==> config.mk <==
export PLATFORM = sky130hd
export DESIGN_NAME = mem_seq_flat
export DESIGN_NICKNAME = d
export VERILOG_FILES = /design/src/rtl/mem_seq_if.sv /design/src/rtl/mem_seq.sv /design/src/flat_wrapper.sv
export SDC_FILE = /design/constraint.sdc
export NUM_CORES = 1
export LEC_CHECK = 0
export ABC_CLOCK_PERIOD_IN_PS = 2000
export CAP_MARGIN = 20
export CORE_UTILIZATION = 30
export CTS_CLUSTER_DIAMETER = 50
export DETAILED_ROUTE_END_ITERATION = 12
export GPL_TIMING_DRIVEN = 0
export PLACE_DENSITY = 0.71
export SYNTH_ARGS = -nofsm -noshare
export SYNTH_HDL_FRONTEND = slang
export SYNTH_SLANG_ARGS = --single-unit
==> constraint.sdc <==
create_clock -name clk -period 2 [get_ports clk]
set_input_delay 0.6 -clock clk [delete_from_list [all_inputs] [get_ports clk]]
set_output_delay 0.6 -clock clk [all_outputs]
set_load 0.05 [all_outputs]
==> src/rtl/mem_seq_if.sv <==
// Bundle connecting the memory-access sequencer to its control unit,
// to the IMEM/DMEM macros and to the register bank.
interface mem_seq_if #(
  parameter int INST_WIDTH  = 16,
  parameter int DATA_WIDTH  = 8,
  parameter int IADDR_WIDTH = 8,
  parameter int DADDR_WIDTH = 8
);
  logic                   req_valid;
  logic                   req_ready;
  logic [1:0]             req_op;
  logic [DADDR_WIDTH-1:0] req_addr;
  logic [DATA_WIDTH-1:0]  req_wdata;
  logic                   jump;
  logic [IADDR_WIDTH-1:0] jump_addr;
  logic                   done;
  logic [IADDR_WIDTH-1:0] pc;
  logic                   imem_en;
  logic [IADDR_WIDTH-1:0] imem_addr;
  logic [INST_WIDTH-1:0]  imem_rdata;
  logic                   dmem_en;
  logic                   dmem_we;
  logic [DADDR_WIDTH-1:0] dmem_addr;
  logic [DATA_WIDTH-1:0]  dmem_wdata;
  logic [DATA_WIDTH-1:0]  dmem_rdata;
  logic                   opcode_update;
  logic                   imem_update;
  logic [INST_WIDTH-1:0]  imem_data;
  logic                   dmem_update;
  logic [DATA_WIDTH-1:0]  dmem_data;

  modport slave (
    input  req_valid, req_op, req_addr, req_wdata, jump, jump_addr,
           imem_rdata, dmem_rdata,
    output req_ready, done, pc, imem_en, imem_addr, dmem_en, dmem_we,
           dmem_addr, dmem_wdata, opcode_update, imem_update, imem_data,
           dmem_update, dmem_data
  );

  modport master (
    output req_valid, req_op, req_addr, req_wdata, jump, jump_addr,
           imem_rdata, dmem_rdata,
    input  req_ready, done, pc, imem_en, imem_addr, dmem_en, dmem_we,
           dmem_addr, dmem_wdata, opcode_update, imem_update, imem_data,
           dmem_update, dmem_data
  );
endinterface

==> src/rtl/mem_seq.sv <==
// Memory-access sequencer: owns the PC, issues IMEM/DMEM accesses for the
// control unit and hands read data to the register bank with update strobes.
module mem_seq #(
  parameter int                     INST_WIDTH  = 16,
  parameter int                     DATA_WIDTH  = 8,
  parameter int                     IADDR_WIDTH = 8,
  parameter int                     DADDR_WIDTH = 8,
  parameter logic [IADDR_WIDTH-1:0] RESET_PC    = '0
) (
  input  logic       clk,
  input  logic       rst,
  mem_seq_if.slave   bus
);
  typedef enum logic [1:0] {IDLE, IREAD, DREAD, DWRITE} state_t;

  state_t                 state_reg, state_next;
  logic [IADDR_WIDTH-1:0] pc_reg, pc_next;
  logic                   imm_reg, imm_next;
  logic [INST_WIDTH-1:0]  idata_reg;
  logic [DATA_WIDTH-1:0]  ddata_reg;

  always_ff @(posedge clk or negedge rst) begin
    if (!rst) begin
      state_reg <= IDLE;
      pc_reg    <= RESET_PC;
      imm_reg   <= 1'b0;
      idata_reg <= '0;
      ddata_reg <= '0;
    end else begin
      state_reg <= state_next;
      pc_reg    <= pc_next;
      imm_reg   <= imm_next;
      if (state_reg == IREAD) idata_reg <= bus.imem_rdata;
      if (state_reg == DREAD) ddata_reg <= bus.dmem_rdata;
    end
  end

  assign bus.pc = pc_reg;

  always_comb begin
    state_next        = state_reg;
    pc_next           = pc_reg;
    imm_next          = imm_reg;
    bus.req_ready     = 1'b0;
    bus.done          = 1'b0;
    bus.imem_en       = 1'b0;
    bus.imem_addr     = pc_reg;
    bus.dmem_en       = 1'b0;
    bus.dmem_we       = 1'b0;
    bus.dmem_addr     = '0;
    bus.dmem_wdata    = '0;
    bus.opcode_update = 1'b0;
    bus.imem_update   = 1'b0;
    bus.dmem_update   = 1'b0;
    bus.imem_data     = idata_reg;
    bus.dmem_data     = ddata_reg;

    case (state_reg)
      IDLE: begin
        bus.req_ready = 1'b1;
        bus.imem_addr = bus.jump ? bus.jump_addr : pc_reg;
        if (bus.jump) pc_next = bus.jump_addr;
        // Gating with rst keeps the memory enables quiet while reset is held.
        if (rst && bus.req_valid) begin
          case (bus.req_op)
            2'b00, 2'b01: begin
              bus.imem_en = 1'b1;
              imm_next    = bus.req_op[0];
              state_next  = IREAD;
            end
            2'b10: begin
              bus.dmem_en   = 1'b1;
              bus.dmem_addr = bus.req_addr;
              state_next    = DREAD;
            end
            default: begin
              bus.dmem_en    = 1'b1;
              bus.dmem_we    = 1'b1;
              bus.dmem_addr  = bus.req_addr;
              bus.dmem_wdata = bus.req_wdata;
              state_next     = DWRITE;
            end
          endcase
        end
      end
      IREAD: begin
        bus.imem_data     = bus.imem_rdata;
        bus.opcode_update = !imm_reg;
        bus.imem_update   = imm_reg;
        bus.done          = 1'b1;
        pc_next           = pc_reg + IADDR_WIDTH'(1);
        state_next        = IDLE;
      end
      DREAD: begin
        bus.dmem_data   = bus.dmem_rdata;
        bus.dmem_update = 1'b1;
        bus.done        = 1'b1;
        state_next      = IDLE;
      end
      default: begin
        bus.done   = 1'b1;
        state_next = IDLE;
      end
    endcase
  end
endmodule

==> src/flat_wrapper.sv <==
// flat-port wrapper written by rule: the top's interface ports become plain ports
module mem_seq_flat 
#(
  parameter int                     INST_WIDTH  = 16,
  parameter int                     DATA_WIDTH  = 8,
  parameter int                     IADDR_WIDTH = 8,
  parameter int                     DADDR_WIDTH = 8,
  parameter logic [IADDR_WIDTH-1:0] RESET_PC    = '0
)
  (clk, rst, bus_req_valid, bus_req_op, bus_req_addr, bus_req_wdata, bus_jump, bus_jump_addr, bus_imem_rdata, bus_dmem_rdata, bus_req_ready, bus_done, bus_pc, bus_imem_en, bus_imem_addr, bus_dmem_en, bus_dmem_we, bus_dmem_addr, bus_dmem_wdata, bus_opcode_update, bus_imem_update, bus_imem_data, bus_dmem_update, bus_dmem_data);
  mem_seq_if #(.INST_WIDTH(INST_WIDTH), .DATA_WIDTH(DATA_WIDTH), .IADDR_WIDTH(IADDR_WIDTH), .DADDR_WIDTH(DADDR_WIDTH)) bus_i ();
  input  logic clk;
  input  logic rst;
  input wire logic [$bits(bus_i.req_valid)-1:0] bus_req_valid;
  input wire logic [$bits(bus_i.req_op)-1:0] bus_req_op;
  input wire logic [$bits(bus_i.req_addr)-1:0] bus_req_addr;
  input wire logic [$bits(bus_i.req_wdata)-1:0] bus_req_wdata;
  input wire logic [$bits(bus_i.jump)-1:0] bus_jump;
  input wire logic [$bits(bus_i.jump_addr)-1:0] bus_jump_addr;
  input wire logic [$bits(bus_i.imem_rdata)-1:0] bus_imem_rdata;
  input wire logic [$bits(bus_i.dmem_rdata)-1:0] bus_dmem_rdata;
  output wire logic [$bits(bus_i.req_ready)-1:0] bus_req_ready;
  output wire logic [$bits(bus_i.done)-1:0] bus_done;
  output wire logic [$bits(bus_i.pc)-1:0] bus_pc;
  output wire logic [$bits(bus_i.imem_en)-1:0] bus_imem_en;
  output wire logic [$bits(bus_i.imem_addr)-1:0] bus_imem_addr;
  output wire logic [$bits(bus_i.dmem_en)-1:0] bus_dmem_en;
  output wire logic [$bits(bus_i.dmem_we)-1:0] bus_dmem_we;
  output wire logic [$bits(bus_i.dmem_addr)-1:0] bus_dmem_addr;
  output wire logic [$bits(bus_i.dmem_wdata)-1:0] bus_dmem_wdata;
  output wire logic [$bits(bus_i.opcode_update)-1:0] bus_opcode_update;
  output wire logic [$bits(bus_i.imem_update)-1:0] bus_imem_update;
  output wire logic [$bits(bus_i.imem_data)-1:0] bus_imem_data;
  output wire logic [$bits(bus_i.dmem_update)-1:0] bus_dmem_update;
  output wire logic [$bits(bus_i.dmem_data)-1:0] bus_dmem_data;
  assign bus_i.req_valid = bus_req_valid;
  assign bus_i.req_op = bus_req_op;
  assign bus_i.req_addr = bus_req_addr;
  assign bus_i.req_wdata = bus_req_wdata;
  assign bus_i.jump = bus_jump;
  assign bus_i.jump_addr = bus_jump_addr;
  assign bus_i.imem_rdata = bus_imem_rdata;
  assign bus_i.dmem_rdata = bus_dmem_rdata;
  assign bus_req_ready = bus_i.req_ready;
  assign bus_done = bus_i.done;
  assign bus_pc = bus_i.pc;
  assign bus_imem_en = bus_i.imem_en;
  assign bus_imem_addr = bus_i.imem_addr;
  assign bus_dmem_en = bus_i.dmem_en;
  assign bus_dmem_we = bus_i.dmem_we;
  assign bus_dmem_addr = bus_i.dmem_addr;
  assign bus_dmem_wdata = bus_i.dmem_wdata;
  assign bus_opcode_update = bus_i.opcode_update;
  assign bus_imem_update = bus_i.imem_update;
  assign bus_imem_data = bus_i.imem_data;
  assign bus_dmem_update = bus_i.dmem_update;
  assign bus_dmem_data = bus_i.dmem_data;
  mem_seq #(.INST_WIDTH(INST_WIDTH), .DATA_WIDTH(DATA_WIDTH), .IADDR_WIDTH(IADDR_WIDTH), .DADDR_WIDTH(DADDR_WIDTH), .RESET_PC(RESET_PC)) u_core (.clk(clk), .rst(rst), .bus(bus_i));
endmodule
# After elaboration in Yosys (flattened, before gate mapping)
# Cells that the tools add are included.
[word_totals] reg_bits=35 inputBits=54
[op_classes] mux=28 reduce_logical=8 n_eq_ne=5 n_addsub=1
[ops] cell="2-to-1 mux 8 bit" count=9
[ops] cell="2-to-1 mux 16 bit" count=1
[ops] cell="case mux 8 bit (2 select lines)" count=1
[ops] cell="2-to-1 mux 1 bit" count=14
[ops] cell="adder 8 x 1 -> 8 bit, second input constant" count=1
[ops] cell="== test 2 x 1 -> 1 bit, second input constant" count=2
[ops] cell="== test 2 bit, second input constant" count=2
[ops] cell="logical NOT 2 bit" count=2
[ops] cell="2-to-1 mux 2 bit" count=2
[ops] cell="case mux 2 bit (2 select lines)" count=1
[ops] cell="AND reduction 3 bit" count=1
[ops] cell="OR reduction 3 bit" count=1
[ops] cell="inequality test 2 x 1 -> 1 bit, second input constant" count=1
[ops] cell="nonzero test 2 bit" count=1
[ops] cell="OR reduction 2 bit" count=1
[ops] cell="logical AND 1 bit" count=1
[ops] cell="logical NOT 1 bit" count=1

# Logic depth before layout (Yosys ltp)
# Gate-level depths: netlist of run 1.
[depth] word_depth=5 mapped_depth=7

# Worst setup path before layout of run 1
# Ideal clock, no wire load.
[synth_path] path_type="flip-flop to output port" startpoint="register u_core.state_reg[0]" endpoint="output port bus_dmem_we" t_arrival_ns=1.930 n_path_buf=1 required_ns=1.400 path_stages_with_launch=5 setup_slack_ns=-0.530 cell_sequence="dfrtp_1 -> buf_6 -> nor2_8 -> nand3_4 -> nor3_1"
[synth_between] elab_chain_cells=2
[synth_lines] element="start: declaration" line="mem_seq.sv:16" text="state_t state_reg, state_next;"
[synth_lines] element="start signal: assignment" line="mem_seq.sv:30" text="state_reg <= state_next;"
[synth_lines] element="logical NOT 2 bit" line="mem_seq.sv:58" text="case (state_reg)"
[synth_lines] element="2-to-1 mux 1 bit" line="mem_seq.sv:58"
[synth_lines] element="end: declaration" line="flat_wrapper.sv:28" text="output wire logic [$bits(bus_i.dmem_we)-1:0] bus_dmem_we;"
# Every way passes these cells.

# Final worst setup path of run 1
[layout_path] startpoint="register u_core.state_reg[1]" endpoint="output port bus_dmem_data[7]"
[layout_between] elab_chain_cells=2
[layout_lines] element="== test 2 bit" line="mem_seq.sv:58"
[layout_lines] element="2-to-1 mux 8 bit" line="mem_seq.sv:58"
[layout_lines] element="end: declaration" line="flat_wrapper.sv:35" text="output wire logic [$bits(bus_i.dmem_data)-1:0] bus_dmem_data;"
# Every way passes these cells.

==> results of run 1 <==
-- through the flow --
step                      total power [mW]  cells  TNS [ns]
after floorplan                      2.067    193    -1.013
after global placement               2.621    385    -95.05
after detailed placement             2.635    385    -52.72
after CTS                            3.337    409    -13.95
after global routing                 3.647    421    -15.64
final                                3.475    421    -12.61
-- cells in the mapped netlist --
library cell	instances
nand2_1	53
dfrtp_1	35
mux2_2	16
a21oi_1	11
and3_1	9
and2_1	8
o22ai_1	8
nand3_1	6
nor2_1	6
o22a_1	5
buf_2	4
inv_1	4
buf_6	3
buf_4	2
mux2i_1	2
nand2b_1	2
nor2_4	2
nor2b_1	2
a21o_1	1
and2_4	1
and4_1	1
clkbuf_1	1
clkbuf_2	1
ha_1	1
inv_2	1
mux2_1	1
nand3_4	1
nor2_2	1
nor2_8	1
nor3_1	1
o21ai_0	1
o32a_1	1
o32ai_1	1
-- kinds of logic (layout without fill, tap and decap cells) --
kind of cell / Yosys count / in the layout / synth area share, %
flops: 35 / 35 / 47.39
simple gates: 94 / 94 / 25.52
mux: 19 / 19 / 11.44
fa+ha+maj: 1 / 1 / 0.6769
compound gates: 28 / 28 / 9.749
buf+inv: 16 / 169 / 5.212
-- power by group --
group / total (mW) / switching, mW / internal (mW) / leakage [nW]
sequential: 0.965 / 0.105 / 0.860 / 0.421
combinational: 2.01 / 1.16 / 0.857 / 1.46
clock: 0.496 / 0.252 / 0.245 / 0.0422
-- what timing repair did --
action                     CTS  global route
setup buffers               14            14
setup endpoints to repair   64            56
resized for setup          470            54
gates cloned                 3             1
pin swaps                   11            33
-- metal layers --
metal,vias to the layer above,GRT usage (%)
met1,972,24.42
met4,0,3.214
met2,61,32.97
li1,956,-
met5,-,0
met3,5,4.432
-- area by class of cell --
cell class / instances / area (um2) / share of cell area, %
Timing Repair Buffer: 147 / 1684 / 41.52
Multi-Input combinational cell: 142 / 1187 / 29.27
Sequential cell: 35 / 875.8 / 21.59
Buffer: 9 / 107.6 / 2.653
Tap cell: 75 / 93.84 / 2.313
Clock buffer: 7 / 76.32 / 1.882
Inverter: 5 / 26.28 / 0.6477
Clock inverter: 1 / 5.005 / 0.1234
-- cell usage in the layout (no fill, tap or decap), drive strengths merged --
cell / instances
nand3: 7
o32a: 1
and4: 1
a21o: 1
inv: 5
nand2b: 2
o22a: 5
clkdlybuf4s50: 48
ha: 1
clkbuf: 9
nand2: 53
nor2: 10
a21oi: 11
o32ai: 1
buf: 92
nor2b: 2
mux2: 17
nor3: 1
mux2i: 2
dfrtp: 35
o22ai: 8
dlygate4sd2: 12
clkinv: 1
o21ai: 1
and2: 9
and3: 9
clkdlybuf4s15: 2
-- how the worst max path moves through the flow --
stage / from / endpoint / slack (ns)
2_1_floorplan: u_core.state_reg[0] / bus_imem_addr[6] / -0.12
3_3_place_gp: rst / bus_dmem_wdata[6] / -2.54
3_5_place_dp: rst / bus_dmem_wdata[6] / -1.50
4_1_cts: u_core.state_reg[1] / bus_dmem_wdata[6] / -0.36
5_1_grt: u_core.state_reg[1] / bus_dmem_data[6] / -0.37
6_report: u_core.state_reg[1] / bus_dmem_data[7] / -0.32
==> impl_metrics.ini, run 1 <==
[cts]
htree_levels = 2
cts-root-buf = clkbuf_8
path_clk_slew_ns = 0.07
cts_tree = built
clock_latency_ns = 0.28
clock_sinks = 35
cts_buffers = 5
ctsHoldBuffers = 0
clk_path_buf_depth = 2

[setup_path]
cpPeakStageDelay_ns = 0.35
cp_num_cells = 7
worst_setup_path_start_kind = register
cp.arrival_ns = 1.72
critical_path.endpoint_type = primary output
crit_top_cell = buf_6
path_max_fanout = 4
r2r_cells = 7
crit_chain = buf_6 -> buf_12 -> inv_8 -> nor2_4 -> clkbuf_16 -> mux2_4 -> buf_6
rr_startpoint = u_core.state_reg[1]
rrSetupSlack_ns = 0.38
path_delay_family = buffers and inverters
reg2reg_to = u_core.bus.pc[3]
critPathKind = register to primary output
crit_buf_inv = 5
slowest_stage = dfrtp_1
worstPathRequired_ns = 1.40

[yosys]
yosysTopAreaCell = dfrtp_1
ys_warn_count = 0
seq_area_frac_synth_pct = 47.39
synth.area.top_cells = dfrtp_1, nand2_1, mux2_2
syn_inst = 193
synth_top_area_share_pct = 47.39
synth_area_mm2 = 0.001848
ys_ff_latch = 35
synth_cell_types = 33
syn-mean-instance-area_um2 = 9.575
syn-num-nets = 248

[floorplan]
start_util_pct = 31.21
fp.dieH_um = 80.49
dieArea_mm2 = 0.006478
die_w_um = 80.49
std_cell_rows = 28
core_area_mm2 = 0.005921
num_io_pins = 118

[final_layout]
drive_above_1_share_pct = 52.89
area_growth_pct = 119.5
largest_reg_flops = 16
num_antenna_cells = 0
post-route-util_pct = 68.51
fillCellCount = 427
design_area_mm2 = 0.004056
fin_nets = 400

[place]
gp_congestion = 0.8378
portBuffers = 117
place_ws_ns = -1.501
place_area_mm2 = 0.003219
hpwlAfterDp_um = 3779

[sta]
rsz0062_at_grt = yes
max_slew_margin_pct = 66.55
finalHoldViolCount = 0
final.setup_skew_ns = 0.003375
period_share_pct = 115.8
period_needed_ns = 2.316
worst_pin_slew_ns = 0.5038
maxSlewViolCount = 0
clock.fmax_mhz = 431.8
setup_viol = 54
hold_ws_ns = 0.1468
postLayoutSetupSlackWorst_ns = -0.3161

[global_route]
grt_usage_pct = 19.10
antenna_found_initial = 0
grt_overflow_total = 0
grt_pass1_vias = 1954
grt_pass1_wl_um = 9473
grt_max_degree = 37

[route]
dr.pass1.iters = 4
top_layer_used = met4
wl_met2_um = 3327
wl_per_cell_um = 14.74
first_iter_violations = 67
vias_per_cell = 4.736
wl_met3_um = 364
wl_met1_um = 2476
ant_nets = 0
drc = 0
vias = 1994
routed_wl_um = 6204

[outcome]
outcome = finished with violations
failed_checks = negative setup slack

[min_path]
min_path_type = primary input to asynchronous set/reset pin

[flow_run]
drv_cap = 0

[pwr]
p_leak_nw = 1.926
p_per_area_mw_per_mm2 = 856.7
max-vdd-ir-drop_v = 0.0006442
No activity file was read; power rests on OpenSTA's default activity.
==> run 2, diff against run 1 <==
- SLEW_MARGIN: not set -> 15
==> run 2 against run 1 <==
  * The run still ends with negative setup slack left
  * Clock skew barely moved
  * Cell count is 2.4% higher
  * Fmax increased by 1.3%
  * Die area unchanged
  * Global-route usage grew 0.45 points
  * First-iteration DRC count is 6.0% lower
  * Critical path depth grew 1
  * Sequential power is 1% higher
  * Clock power increased by 1%
  * Worst setup slack improved by 0.029 ns
  * Via count rose by 0.95%
  * Largest cell class unchanged
==> impl_metrics.ini, run 2 (synthesis results as in run 1) <==
[setup_path]
r2r_cells = 6
reg2reg_to = u_core.bus.pc[2]
rrSetupSlack_ns = 0.52
path_max_fanout = 8
rr_startpoint = u_core.state_reg[1]
crit_chain = buf_6 -> nor2_8 -> nand3_4 -> nor2_4 -> buf_12 -> buf_12 -> and3_4 -> buf_8
slowest_stage = dfrtp_1
cpPeakStageDelay_ns = 0.37
critical_path.endpoint_type = primary output
cp.arrival_ns = 1.69
worstPathRequired_ns = 1.40
crit_top_cell = buf_12
critPathKind = register to primary output
worst_setup_path_start_kind = register

[cts]
clk_path_buf_depth = 2
htree_levels = 2
ctsHoldBuffers = 0
clock_latency_ns = 0.28
clock_sinks = 35
path_clk_slew_ns = 0.07
cts_buffers = 5
cts-root-buf = clkbuf_8
cts_tree = built

[route]
vias_per_cell = 4.671
wl_per_cell_um = 14.93
vias = 2013
dr.pass1.iters = 4
drc = 0
ant_nets = 0
first_iter_violations = 63
routed_wl_um = 6436

[global_route]
grt_pass1_vias = 1972
antenna_found_initial = 0
grt_usage_pct = 19.55
grt_max_degree = 20
grt_pass1_wl_um = 9784
grt_overflow_total = 0

[pwr]
max-vdd-ir-drop_v = 0.0006535
p_leak_nw = 1.992
p_per_area_mw_per_mm2 = 857.2

[min_path]
min_path_type = primary input to asynchronous set/reset pin

[sta]
period_needed_ns = 2.287
postLayoutSetupSlackWorst_ns = -0.2869
period_share_pct = 114.3
hold_ws_ns = 0.1186
rsz0062_at_grt = yes
setup_viol = 53
final.setup_skew_ns = 0.003117
maxSlewViolCount = 0
clock.fmax_mhz = 437.3
max_slew_margin_pct = 67.05
finalHoldViolCount = 0
worst_pin_slew_ns = 0.4962

[place]
place_area_mm2 = 0.003247
portBuffers = 117
gp_congestion = 0.8378
hpwlAfterDp_um = 3886

[floorplan]
die_w_um = 80.49
core_area_mm2 = 0.005921
fp.dieH_um = 80.49
std_cell_rows = 28
dieArea_mm2 = 0.006478
start_util_pct = 31.21
num_io_pins = 118

[final_layout]
regArea_um2 = 875.8
fin_nets = 410
largest_reg_flops = 16
num_antenna_cells = 0
drive_above_1_share_pct = 55.34
layout_common_cells = clkdlybuf4s50_1, buf_6, dfrtp_1
area_growth_pct = 123.2
multiInputGateArea_mm2 = 0.001206
design_area_mm2 = 0.004125
mostFrequentLayoutCell = clkdlybuf4s50_1
fillCellCount = 431

[outcome]
outcome = finished with violations
failed_checks = negative setup slack

[flow_run]
drv_cap = 0
run 2: cell type report:
| type | count | share of cell area, % |
|---|---|---|
| buffer | 9 | 2.457 |
| inverter | 5 | 0.6976 |
| tap | 75 | 2.275 |
| timing repair buffer | 157 | 42.13 |
| multi-input combinational | 142 | 29.24 |
| clock inverter | 1 | 0.1213 |
| clock buffer | 7 | 1.850 |
| sequential | 35 | 21.23 |
run 2: power breakdown:
part / switching, mW / total (mW) / internal [mW]
sequential: 0.116 / 0.976 / 0.860
clock: 0.257 / 0.502 / 0.245
combinational: 1.17 / 2.06 / 0.893
total: 1.54 / 3.54 / 2.00
run 2: metrics by stage:
step	std cells	power (mW)	TNS [ns]	util (%)	setup slack, ns
2_1_floorplan	193	2.067	-1.013	-	-0.1152
3_3_place_gp	385	2.621	-95.05	54.46	-2.545
3_5_place_dp	386	2.642	-49.28	54.84	-1.332
4_1_cts	416	3.418	-11.62	66.48	-0.3361
5_1_grt	431	3.702	-13.30	69.67	-0.3482
6_report	431	3.536	-10.25	69.67	-0.2869
run 2: worst max-delay path by stage:
stage | from | end | cells after the start
floorplan | u_core.state_reg[0] | bus_imem_addr[6] | 5
global placement | rst | bus_dmem_wdata[6] | 6
detailed placement | rst | bus_dmem_wdata[6] | 7
CTS | u_core.state_reg[1] | bus_dmem_wdata[6] | 8
global route | u_core.state_reg[0] | bus_dmem_wdata[6] | 8
finish | u_core.state_reg[0] | bus_dmem_wdata[6] | 8
run 2: critical path: cells and delay by family, from the launching register on:
family / cells / cell delay (ns)
AND/OR/NAND/NOR: 4 / 0.52
buffers and inverters: 4 / 0.51
flip-flops: 1 / 0.37
run 2: timing repair:
action	CTS	global route
cloned	5	0
gates resized for setup	494	36
setup buffers	18	18
endpoints found under the setup margin	64	55
pin swaps	21	28
run 2: per-layer routing:
metal	GRT usage, %	up-vias	wire (um)
met5	0	-	0
met4	3.750	0	45
met3	4.318	7	352
met2	34.83	67	3453
met1	24.05	958	2584
li1	-	981	-
==> run 3, diff against run 2 <==
- PLACE_DENSITY: 0.71 -> not set
- PLACE_DENSITY_LB_ADDON: not set -> 0.25
- SLEW_MARGIN: 15 -> not set
- TNS_END_PERCENT: not set -> 1
==> run 3 against run 2 <==
  * The flow still finishes with violations (negative setup slack)
  * Final area decreased by 17%
  * Non-clock buffer count decreased by 33
  * Clock power about the same
  * Critical path depth decreased by 3
  * Worst setup slack improved by 0.017 ns
  * Clock-buffer cell count decreased by 2
  * Combinational power decreased by 17%
  * Sequential cell count unchanged
  * Die area unchanged
  * Worst hold slack improved by 0.060 ns
  * Fmax increased by 0.76%
==> impl_metrics.ini, run 3 (synthesis results as in run 1) <==
[outcome]
outcome = finished with violations
failed_checks = negative setup slack

[cts]
path_clk_slew_ns = 0.08
clock_sinks = 35
cts_tree = built
cts-root-buf = clkbuf_8
clock_latency_ns = 0.28
clk_path_buf_depth = 2
htree_levels = 2
cts_buffers = 5

[floorplan]
core_area_mm2 = 0.005921
dieArea_mm2 = 0.006478
die_w_um = 80.49
start_util_pct = 31.21
std_cell_rows = 28
fp.dieH_um = 80.49
num_io_pins = 118

[final_layout]
post-route-util_pct = 57.97
fin_nets = 379
drive_above_1_share_pct = 38.77
fillCellCount = 532
num_antenna_cells = 0
stdcell_count = 400
largest_reg_flops = 16
layout_common_cells = buf_6, clkdlybuf4s50_1, nand2_1
area_growth_pct = 85.71

[global_route]
grt_pass1_wl_um = 8645
antenna_found_initial = 0
grt_max_degree = 37
grt_usage_pct = 17.09
grt_pass1_vias = 1834
grt_overflow_total = 0

[route]
drc = 0
vias_per_cell = 4.573
ant_nets = 0
first_iter_violations = 59
top_layer_used = met4
wl_met1_um = 2295
vias = 1829
wl_per_cell_um = 13.15
wl_met3_um = 460
routed_wl_um = 5261
dr.pass1.iters = 4
wl_met2_um = 2463

[pwr]
p_leak_nw = 1.653
switchingPower_mw = 1.417
totalPowerFinal_mw = 3.172
intPower_mw = 1.756
p_sw_share_pct = 44.65
p_comb_share_pct = 54.2
p_per_area_mw_per_mm2 = 924.4
max-vdd-ir-drop_v = 0.0005103
seqPwrFrac_pct = 30.0
p_clk_share_pct = 15.8

[setup_path]
r2r_cells = 7
cpPeakStageDelay_ns = 0.38
path_max_fanout = 8
worstPathRequired_ns = 1.40
critPathKind = register to primary output
crit_chain = buf_6 -> nor2_8 -> and2_4 -> mux2_4 -> buf_8
worst_setup_path_start_kind = register
critical_path.endpoint_type = primary output
crit_buf_inv = 2
reg2reg_to = u_core.bus.pc[6]
slowest_stage = dfrtp_1
cp.arrival_ns = 1.67
path_delay_family = flip-flops
rr_startpoint = u_core.state_reg[1]
rrSetupSlack_ns = 0.42

[sta]
hold_ws_ns = 0.1786
final.setup_skew_ns = 0.004748
finalHoldViolCount = 0
max_slew_margin_pct = 66.96
period_share_pct = 113.5
clock.fmax_mhz = 440.6
maxSlewViolCount = 0
period_needed_ns = 2.270
rsz0062_at_grt = yes
postLayoutSetupSlackWorst_ns = -0.2695
worst_pin_slew_ns = 0.4976
setup_viol = 55

[place]
place_ws_ns = -1.453
dp.cells = 385
portBuffers = 117
hpwlAfterDp_um = 3675
gp_congestion = 0.7884

[min_path]
min_path_type = primary input to asynchronous set/reset pin

[flow_run]
drv_cap = 0
run 3: power groups by stage:
stage	Clock [mW]	Sequential, mW	Combinational [mW]
floorplan	0	1.07	0.946
global placement	0	0.957	1.61
detailed placement	0	0.965	1.62
CTS	0.525	0.952	1.70
global route	0.555	0.973	1.82
finish	0.501	0.952	1.72
run 3: area by class of cell:
type                            instances  area, um2  area share [%]
Buffer                                 10      100.1           2.917
Sequential cell                        35      875.8           25.52
Inverter                                5      21.27          0.6198
Clock inverter                          3      20.02          0.5833
Clock buffer                            5      68.82           2.005
Timing Repair Buffer                  123       1261           36.75
Tap cell                               75      93.84           2.734
Multi-Input combinational cell        144      991.0           28.87
run 3: worst max path at each step:
stage / startpoint / slack [ns] / end / cells after the start
floorplan: u_core.state_reg[0] / -0.18 / bus_imem_en / 4
global placement: rst / -2.55 / bus_dmem_wdata[6] / 6
detailed placement: rst / -1.45 / bus_dmem_wdata[6] / 6
CTS: u_core.state_reg[1] / -0.31 / bus_dmem_addr[1] / 7
global route: u_core.state_reg[1] / -0.35 / bus_dmem_wdata[6] / 7
finish: u_core.state_reg[1] / -0.27 / bus_imem_addr[7] / 5
run 3: repair_timing:
| item | CTS | global route |
|---|---|---|
| hold buffers | 0 | 0 |
| resized for setup | 411 | 19 |
| pin swaps | 6 | 2 |
| cloned | 3 | 0 |
| setup buffers | 5 | 0 |
| setup endpoints to repair | 64 | 56 |
run 3: layer usage:
metal  vias to the layer above  GRT usage, %
met1                       835         21.56
met2                        73         28.22
met5                         -             0
met4                         0         3.929
met3                         4         5.455
li1                        917             -
run 3: per-stage QoR:
step                      area (um2)  setup TNS (ns)
after global routing            3432          -13.69
final                           3432          -9.039
after CTS                       3369          -11.08
after detailed placement        3127          -52.28
after floorplan                 1867          -3.136
after global placement          3132          -96.68
